**config.mk**
```make
export PLATFORM = sky130hd
export DESIGN_NAME = pipeline_hazard_ctrl
export DESIGN_NICKNAME = d
export VERILOG_FILES = /design/src/rtl/mips_pkg.sv /design/src/rtl/pipeline_hazard_ctrl_scoreboard.sv /design/src/rtl/pipeline_hazard_ctrl.sv
export SDC_FILE = /design/constraint.sdc
export NUM_CORES = 1
export LEC_CHECK = 0
export BUFFER_PORTS_ARGS = -buffer_cell sky130_fd_sc_hd__buf_2
export CAP_MARGIN = 20
export CORE_MARGIN = 1.5
export CORE_UTILIZATION = 35
export DETAILED_ROUTE_END_ITERATION = 8
export GPL_ROUTABILITY_DRIVEN = 0
export PLACE_DENSITY = 0.56
export SLEW_MARGIN = 25
export SYNTH_ARGS = -nofsm -noshare
export SYNTH_HDL_FRONTEND = slang
export SYNTH_SLANG_ARGS = --single-unit
```
**constraint.sdc**
```tcl
create_clock -name Clk -period 2.1 [get_ports Clk]
set_input_delay 0.42 -clock Clk [delete_from_list [all_inputs] [get_ports Clk]]
set_output_delay 0.42 -clock Clk [all_outputs]
set_load 0.02 [all_outputs]
```
**src/rtl/mips_pkg.sv**
```systemverilog
// Shared types and constants for the MIPS32 pipeline sequencing logic.
// The scoreboard entry describes one in-flight instruction: whether it
// writes a GPR, which one, and whether it is a HI/LO multiply.
package mips_pkg;

  // One in-flight instruction as seen by the hazard logic.
  typedef struct packed {
    logic       v;    // writes a nonzero GPR
    logic [4:0] dst;  // destination register number
    logic       mul;  // mult/multu heading for the HI/LO unit
  } sb_entry_t;

  // $zero is hard-wired and never a hazard source.
  localparam logic [4:0]  REG_ZERO  = 5'd0;

  // Encoding loaded into pipeline registers when they are flushed.
  localparam logic [31:0] NOP_INSTR = 32'h0000_0000;

  // Number of stages tracked behind ID: EX, MEM, WB.
  localparam int SB_DEPTH = 3;

  // True when a stage holding register dst_r (valid flag v_r) produces
  // the value that source register src_r wants to read.
  function automatic logic reg_hit(input logic v_r, input logic [4:0] dst_r,
                                   input logic [4:0] src_r);
    return v_r && (src_r != REG_ZERO) && (dst_r == src_r);
  endfunction

endpackage

```
**src/rtl/pipeline_hazard_ctrl_scoreboard.sv**
```systemverilog
// Three-stage destination scoreboard (EX, MEM, WB) plus the RAW match logic.
// An entry enters EX only when ID actually issues; a taken branch in MEM
// squashes the two younger stages (EX and the entry moving into MEM).
module hazard_scoreboard
  import mips_pkg::*;
#(
  parameter bit WRITE_THROUGH = 1'b1
) (
  input  logic       clk,
  input  logic       rst,
  input  logic       issue,
  input  logic       flush,
  input  sb_entry_t  id_entry,
  input  logic [4:0] rs,
  input  logic [4:0] rt,
  input  logic       uses_rs,
  input  logic       uses_rt,
  output logic       raw,
  output logic       ex_mul,
  output logic       mem_mul
);

  sb_entry_t  sb_ex_reg;
  sb_entry_t  sb_mem_reg;
  // WB only matters for GPR hazards, so its mul flag is not kept.
  logic       sb_wb_v_reg;
  logic [4:0] sb_wb_dst_reg;

  // Per-stage views so the match logic can be generated uniformly.
  logic       stage_v   [SB_DEPTH];
  logic [4:0] stage_dst [SB_DEPTH];
  logic       stage_chk [SB_DEPTH];
  logic [SB_DEPTH-1:0] hit_rs;
  logic [SB_DEPTH-1:0] hit_rt;

  // Shift the scoreboard one stage per cycle; flush clears what enters MEM.
  always_ff @(posedge clk or posedge rst) begin
    if (rst) begin
      sb_ex_reg     <= '0;
      sb_mem_reg    <= '0;
      sb_wb_v_reg   <= 1'b0;
      sb_wb_dst_reg <= REG_ZERO;
    end else begin
      sb_ex_reg     <= issue ? id_entry : '0;
      sb_mem_reg    <= flush ? '0 : sb_ex_reg;
      sb_wb_v_reg   <= sb_mem_reg.v;
      sb_wb_dst_reg <= sb_mem_reg.dst;
    end
  end

  assign stage_v[0]   = sb_ex_reg.v;
  assign stage_dst[0] = sb_ex_reg.dst;
  assign stage_chk[0] = 1'b1;
  assign stage_v[1]   = sb_mem_reg.v;
  assign stage_dst[1] = sb_mem_reg.dst;
  assign stage_chk[1] = 1'b1;
  assign stage_v[2]   = sb_wb_v_reg;
  assign stage_dst[2] = sb_wb_dst_reg;
  // With a write-through register file the WB write reaches ID the same
  // cycle, so WB never needs to hold an instruction back.
  assign stage_chk[2] = !WRITE_THROUGH;

  genvar gi;
  generate
    for (gi = 0; gi < SB_DEPTH; gi++) begin : g_match
      assign hit_rs[gi] = stage_chk[gi] && reg_hit(stage_v[gi], stage_dst[gi], rs);
      assign hit_rt[gi] = stage_chk[gi] && reg_hit(stage_v[gi], stage_dst[gi], rt);
    end
  endgenerate

  assign raw     = (uses_rs && (|hit_rs)) || (uses_rt && (|hit_rt));
  assign ex_mul  = sb_ex_reg.mul;
  assign mem_mul = sb_mem_reg.mul;

endmodule

```
**src/rtl/pipeline_hazard_ctrl.sv**
```systemverilog
// Central sequencing controller for the 5-stage MIPS32 pipeline without
// forwarding: RAW stalls from the scoreboard, taken-branch flushes from MEM,
// HI/LO multiplier sequencing and a saturating stall-cycle counter.
module pipeline_hazard_ctrl
  import mips_pkg::*;
#(
  parameter int MULT_LATENCY          = 4,
  parameter bit REGFILE_WRITE_THROUGH = 1'b1,
  parameter int STALL_CNT_W           = 32
) (
  input  logic                   Clk,
  input  logic                   Reset,
  input  logic [4:0]             Rs_ID,
  input  logic [4:0]             Rt_ID,
  input  logic                   Uses_Rs_ID,
  input  logic                   Uses_Rt_ID,
  input  logic [4:0]             Dest_Reg_ID,
  input  logic                   RegWrite_ID,
  input  logic                   Mult_ID,
  input  logic                   MfHiLo_ID,
  input  logic                   PCSrc_MEM,
  output logic                   PC_Write_En,
  output logic                   IF_ID_Write_En,
  output logic                   IF_ID_Flush,
  output logic                   ID_EX_Bubble,
  output logic                   EX_MEM_Flush,
  output logic                   Mult_Start,
  output logic                   Mult_Done,
  output logic                   HiLo_Busy,
  output logic [STALL_CNT_W-1:0] Stall_Cycles
);

  localparam logic [3:0]             MUL_LOAD = 4'(MULT_LATENCY);
  localparam logic [3:0]             MUL_ONE  = 4'd1;
  localparam logic [STALL_CNT_W-1:0] CNT_ONE  = STALL_CNT_W'(1);
  localparam logic [STALL_CNT_W-1:0] CNT_MAX  = '1;

  sb_entry_t              id_entry;
  logic                   raw;
  logic                   ex_mul;
  logic                   mem_mul;
  logic                   mbusy;
  logic                   stall;
  logic                   issue;
  logic [3:0]             mul_cnt_reg;
  logic [STALL_CNT_W-1:0] stall_cnt_reg;

  // Writes to $0 are dropped, so they never enter the scoreboard as valid.
  assign id_entry = '{v:   RegWrite_ID && (Dest_Reg_ID != REG_ZERO),
                      dst: Dest_Reg_ID,
                      mul: Mult_ID};

  hazard_scoreboard #(
    .WRITE_THROUGH (REGFILE_WRITE_THROUGH)
  ) u_scoreboard (
    .clk      (Clk),
    .rst      (Reset),
    .issue    (issue),
    .flush    (PCSrc_MEM),
    .id_entry (id_entry),
    .rs       (Rs_ID),
    .rt       (Rt_ID),
    .uses_rs  (Uses_Rs_ID),
    .uses_rt  (Uses_Rt_ID),
    .raw      (raw),
    .ex_mul   (ex_mul),
    .mem_mul  (mem_mul)
  );

  // HI/LO is busy from the moment a multiply issues until its result lands;
  // a multiply in EX/MEM counts even though it may still be squashed.
  assign mbusy = (mul_cnt_reg != 4'd0) || ex_mul || mem_mul;
  assign stall = raw || ((Mult_ID || MfHiLo_ID) && mbusy);
  assign issue = !stall && !PCSrc_MEM;

  // Multiplier countdown: the multiply commits once it reaches MEM, which
  // is older than any branch resolving that cycle, so a flush never stops it.
  always_ff @(posedge Clk or posedge Reset) begin
    if (Reset) begin
      mul_cnt_reg <= 4'd0;
    end else if (mem_mul) begin
      mul_cnt_reg <= MUL_LOAD;
    end else if (mul_cnt_reg != 4'd0) begin
      mul_cnt_reg <= mul_cnt_reg - MUL_ONE;
    end
  end

  // Count cycles lost to hazards; cycles that flush instead are not stalls.
  always_ff @(posedge Clk or posedge Reset) begin
    if (Reset) begin
      stall_cnt_reg <= '0;
    end else if (stall && !PCSrc_MEM && (stall_cnt_reg != CNT_MAX)) begin
      stall_cnt_reg <= stall_cnt_reg + CNT_ONE;
    end
  end

  // Pipeline-register control with flush taking priority over stall. While
  // Reset is high the inputs are ignored so the pipeline sees plain loads.
  always_comb begin
    PC_Write_En    = 1'b1;
    IF_ID_Write_En = 1'b1;
    IF_ID_Flush    = 1'b0;
    ID_EX_Bubble   = 1'b0;
    EX_MEM_Flush   = 1'b0;
    Mult_Start     = 1'b0;
    Mult_Done      = 1'b0;
    HiLo_Busy      = 1'b0;
    if (!Reset) begin
      if (PCSrc_MEM) begin
        IF_ID_Flush  = 1'b1;
        ID_EX_Bubble = 1'b1;
        EX_MEM_Flush = 1'b1;
      end else if (stall) begin
        PC_Write_En    = 1'b0;
        IF_ID_Write_En = 1'b0;
        ID_EX_Bubble   = 1'b1;
      end
      Mult_Start = mem_mul;
      Mult_Done  = (mul_cnt_reg == MUL_ONE);
      HiLo_Busy  = mbusy;
    end
  end

  assign Stall_Cycles = stall_cnt_reg;

endmodule

```
Word level (Yosys, flattened, before mapping) --
Index checks and enable logic that the tools add are counted.
Word-level totals: input port bits 23, output and inout bits 40, logic and storage cells 60, bits in registers 50
Operators by class: equality and inequality tests 6, add/subtract/negate cells 2, reductions and logical operators 29, mux-type cells 15
Operators by type and width (count):
- adder 32 x 1 -> 32 bit (second input constant) | 1
- inequality test 32 bit (second input constant) | 1
- == test 5 bit | 4
- logical AND 1 bit | 15
- nonzero test 5 bit | 3
- 2-to-1 mux 7 bit | 2
- 2-to-1 mux 1 bit | 11
- 2-to-1 mux 4 bit | 2
- logical OR 1 bit | 5
- == test 4 x 1 -> 1 bit (second input constant) | 1
- nonzero test 4 bit | 1
- OR reduction 2 bit | 2
- subtractor 4 x 1 -> 4 bit (second input constant) | 1
- zero test 1 bit | 2
- nonzero test 2 bit | 1

Longest topological paths before layout --
word-level depth 10, depth in mapped cells 8, gate-level depth less buffers 7

Cells and area by module --
Synthesis repeated with hierarchy kept, for this count alone.
Second synthesis, totals: cell total of the unflattened synthesis 258, area, all modules 2738.9 µm²
By module, submodules not included:
- pipeline_hazard_ctrl | seq. area each 900.9 µm², cells an instance 196, area each 2035.7 µm², instances 1
- hazard_scoreboard | seq. area each 350.3 µm², cells an instance 62, area each 703.2 µm², instances 1

Worst setup path after synthesis --
No wires, ideal clock.
path kind input to output, start point input Rt_ID[3], end point output PC_Write_En, stages 7, data required time 1.680 ns, slack -0.369 ns, path buffers 2, arrival time 2.049 ns, cells stage by stage xor2_1 nor4_1 a32oi_1 o221a_4 buf_2 or3_1 buf_4
On the way: cells in the longest elaborated chain, start to end 10, elaborated cells between the ends (all ways) 14, those cells by class eq/ne: 2; mux: 3; reduce/logical: 9
RTL lines:
- start, declared | RTL line pipeline_hazard_ctrl.sv:14 | input logic [4:0] Rt_ID,
- nonzero test 5 bit | RTL line mips_pkg.sv:26 | return v_r && (src_r != REG_ZERO) && (dst_r == src_r);
- logical AND 1 bit (2 in a row) | RTL line mips_pkg.sv:26
- OR reduction 2 bit (*) | RTL line pipeline_hazard_ctrl_scoreboard.sv:71 | assign raw = (uses_rs && (|hit_rs)) || (uses_rt && (|hit_rt));
- logical AND 1 bit (*) | RTL line pipeline_hazard_ctrl_scoreboard.sv:71
- logical OR 1 bit (*) | RTL line pipeline_hazard_ctrl_scoreboard.sv:71
- logical OR 1 bit (*) | RTL line pipeline_hazard_ctrl.sv:73 | assign stall = raw || ((Mult_ID || MfHiLo_ID) && mbusy);
- 2-to-1 mux 1 bit (*) (3 in a row)
- end, declared | RTL line pipeline_hazard_ctrl.sv:22 | output logic PC_Write_En,
Mark *: on every way between the ends. The rest lies on a longest branch, timed or not.

Worst setup path in the final report --
start point register u_scoreboard.sb_mem_reg[4] in the netlist's numbering, end point output IF_ID_Write_En
On the way: cells in the longest elaborated chain, start to end 9, elaborated cells between the ends (all ways) 13, those cells by class eq/ne: 2; mux: 3; reduce/logical: 8
RTL lines:
- start, declared | RTL line pipeline_hazard_ctrl_scoreboard.sv:24 | sb_entry_t sb_mem_reg;
- start signal, assigned | RTL line pipeline_hazard_ctrl_scoreboard.sv:45 | sb_mem_reg <= flush ? '0 : sb_ex_reg;
- == test 5 bit | RTL line mips_pkg.sv:26
- logical AND 1 bit | RTL line mips_pkg.sv:26
- OR reduction 2 bit | RTL line pipeline_hazard_ctrl_scoreboard.sv:71
- logical AND 1 bit | RTL line pipeline_hazard_ctrl_scoreboard.sv:71
- logical OR 1 bit (*) | RTL line pipeline_hazard_ctrl_scoreboard.sv:71
- logical OR 1 bit (*) | RTL line pipeline_hazard_ctrl.sv:73
- 2-to-1 mux 1 bit (*) | RTL line pipeline_hazard_ctrl.sv:113 | end else if (stall) begin
- 2-to-1 mux 1 bit (*) | RTL line pipeline_hazard_ctrl.sv:109 | if (PCSrc_MEM) begin
- 2-to-1 mux 1 bit (*) | RTL line pipeline_hazard_ctrl.sv:108 | if (!Reset) begin
- end, declared | RTL line pipeline_hazard_ctrl.sv:23 | output logic IF_ID_Write_En,
Marked as above.

==> flow_metrics.env <==
export IMPL_grt_overflow=0
export IMPL_clock_fmax_mhz=403
export IMPL_cts_tree="yes"
export IMPL_cp_num_cells=6
export IMPL_slew_headroom_pct=57.4
export IMPL_synth_top_area_cell="dfrtp_1"
export IMPL_num_vias=2340
export IMPL_violations="setup timing"
export IMPL_die_area_mm2=0.00841
export IMPL_row_count=32
export IMPL_regArea_mm2=0.00125
export IMPL_die_h_um=91.7
export IMPL_finalPower_w=0.00287
export IMPL_antenna_cells=0
export IMPL_yosysUniqueCellTypes=39
export IMPL_ys_seq_area_share_pct=45.4
export IMPL_largest_reg_flops=32
export IMPL_syn_inst=270
export IMPL_path_cells="xor2_1 -> nor4_1 -> a32oi_1 -> o221a_4 -> or3_4 -> buf_6"
export IMPL_wirelength_um=6750
export IMPL_cts_hold_buf=0
export IMPL_initial_utilization_pct=35.8
export IMPL_crit_path_end="IF_ID_Write_En"
export IMPL_synth_seq_cells=50
export IMPL_min_path_type="in -> reg"
export IMPL_arrival_ps=2060
export IMPL_fin_skew_ps=14.7
export IMPL_io_pins=63
export IMPL_cp_max_fo=3
export IMPL_critical_path_max_stage_delay_ps=420
export IMPL_area_delta_synth_final_pct=38.5
export IMPL_place_hpwl_um=4650
export IMPL_via_per_inst=5.14
export IMPL_p_per_area_mw_per_mm2=752
export IMPL_multi_input_area_mm2=0.00171
export IMPL_leakage_nw=1.89
export IMPL_port_buffers=62
export IMPL_drt_first_pass_iters=4
export IMPL_async_reset_ff_share_pct=100
export IMPL_status="complete, but fails checks"
export IMPL_drt_iter0_markers=120
export IMPL_synth_edf_count=0
export IMPL_finalHoldViolations=0
export IMPL_clkTransAtPathRegs_ps=100
export IMPL_clock_sinks=50
export IMPL_grt_pass1_wl_um=11000
export IMPL_fin_crit_sh_pct=118
export IMPL_nets=379
export IMPL_crit_type="reg -> out"
export IMPL_dieWidth_um=91.7
export IMPL_reg2reg_to="Stall_Cycles[23]"
export IMPL_crit_family="simple AND/OR/NAND/NOR gates"
export IMPL_r2r_cells=9
export IMPL_cp_num_buf_inv=1
export IMPL_end_kind="output pin"
export IMPL_place_ws_ps=-262
export IMPL_tightest_slew_ps=640
export IMPL_fillCellCount=736
export IMPL_layout_setup_ws_ps=-383
export IMPL_r2r_start="u_scoreboard.sb_mem_reg[4]"
export IMPL_grt_util_all_layers_pct=16.1
export IMPL_slew_viol_final=0
export IMPL_fin_hold_ws_ps=318
export IMPL_setup_viol=13
export IMPL_netlist_top_cells_count="dfrtp_1 (50), xor2_1 (44), nor3_1 (30)"
export IMPL_crit_path_start_kind="flop"
export IMPL_avgRoutedWirePerCell_um=14.8
export IMPL_core_mm2=0.00769
export IMPL_min_delay_start="Dest_Reg_ID[2]"
export IMPL_syn_area_per_cell_um2=10.2
export IMPL_worstSkewPairLatency_ps=310
export IMPL_drcViolationCount=0
export IMPL_synth_most_common_cell="dfrtp_1"
export IMPL_final_min_clock_period_ps=2480
export IMPL_drv_cap=0
export IMPL_yosys_warnings=0
export IMPL_clk_path_buf_depth=2
export IMPL_h_tree_depth=2
export IMPL_grt_pass1_vias=2326
export IMPL_fin_setup_tns_ps=-1510
export IMPL_synth_top_area_share_pct=45.4
export IMPL_worstSetupStartpoint="u_scoreboard.sb_mem_reg[4]"
export IMPL_synth_area_mm2=0.00276
export IMPL_drtAntennaViolNets=0
export IMPL_crit_slowest_cell="dfrtp_1"
export IMPL_layout_drive_gt1_share_pct=38.8
export IMPL_antenna_found_initial=0
export IMPL_grt_start_max_net_pins=51
export IMPL_peakVddDrop_mv=0.564
export IMPL_ff2ff_setup_slack_ps=-70
export IMPL_cp_required_ps=1680
export IMPL_cts_root_buf="clkbuf_8"
export IMPL_synth_area_leaders="dfrtp_1 (45%), xor2_1 (14%), nor3_1 (5.4%)"
export IMPL_ys_dominant_reg_cell="dfrtp_1"
export IMPL_synth_nets=297
export IMPL_grt_setup_unrepaired="yes"
export IMPL_cts_inserted_buffers=5
## routing by layer
layer | global-route usage (%) | vias to the layer above | routed length, um
li1 | - | 1120 | -
met1 | 22.1 | 1155 | 3090
met2 | 25.6 | 56 | 3280
met3 | 3.48 | 9 | 291
met4 | 5.13 | 0 | 89
met5 | 0 | - | 0
## worst register-to-register path: cells and delay by family, from the launching register on
kind,cells,cell delay [ps]
buffers and inverters,3,500
AND/OR/NAND/NOR,2,440
XOR/XNOR,2,310
AO/OA/AOI/OAI,2,430
flip-flops,1,420
## where the power goes
part	internal (W)	leakage [nW]	switching [W]	total [W]
combinational	0.000419	1.16	0.000534	0.000953
clock	0.000392	0.0618	0.000332	0.000724
sequential	0.00108	0.661	0.000117	0.00119
total	0.00189	1.89	0.000984	0.00287
## logic make-up after synthesis
logic type      after synthesis  share of synthesized area, %
xor+xnor                     52                          16.5
simple gates                132                          28.9
flops                        50                          45.4
mux                           2                         0.817
fa+ha+maj                     4                          1.82
buf+inv                      19                          3.22
compound gates               11                          3.32
## timing repair
action | 4_1_cts | 5_1_grt
endpoints found under the setup margin | 30 | 43
resized for setup | 15 | 45
setup buffers | 2 | 3
pin swaps | 11 | 12
## area by class of cell
cell class | instances | share of cell area [%]
Sequential cell | 50 | 32.8
Timing Repair Buffer | 87 | 15.1
Clock inverter | 2 | 1.02
Multi-Input combinational cell | 201 | 44.8
Clock buffer | 6 | 2.16
Tap cell | 102 | 3.34
Inverter | 7 | 0.787
## worst min-delay path by stage
stage | end | slack (ps) | cells past startpoint
floorplan | Stall_Cycles[0] | 470 | 1
global placement | Stall_Cycles[15] | 470 | 1
detailed placement | Stall_Cycles[6] | 470 | 1
CTS | u_scoreboard.sb_ex_reg[3] | 310 | 2
global route | u_scoreboard.sb_ex_reg[3] | 320 | 2
finish | u_scoreboard.sb_ex_reg[3] | 320 | 2
## layout by cell type (no fill, tap or decap), drive strengths merged, types with 8 or more instances in the layout
master  synthesis  layout
nor3           31      31
nor2            9       9
xnor2           8       8
nand2          12      12
buf             5      87
nor4           10      10
nand3          12      12
nand4          17      17
dfrtp          50      50
and2            9       9
and3           10      10
xor2           44      44
nor2b           9       9
## through the flow
stage / util, % / instances / instance area, um^2
5_1_grt: 49.6 / 455 / 3820
3_3_place_gp: 43.4 / 445 / 3340
4_1_cts: 46.0 / 454 / 3540
3_5_place_dp: 43.4 / 445 / 3340
2_1_floorplan: - / 270 / 2780
6_report: 49.6 / 455 / 3820
Power figures use the tool's default switching activity.
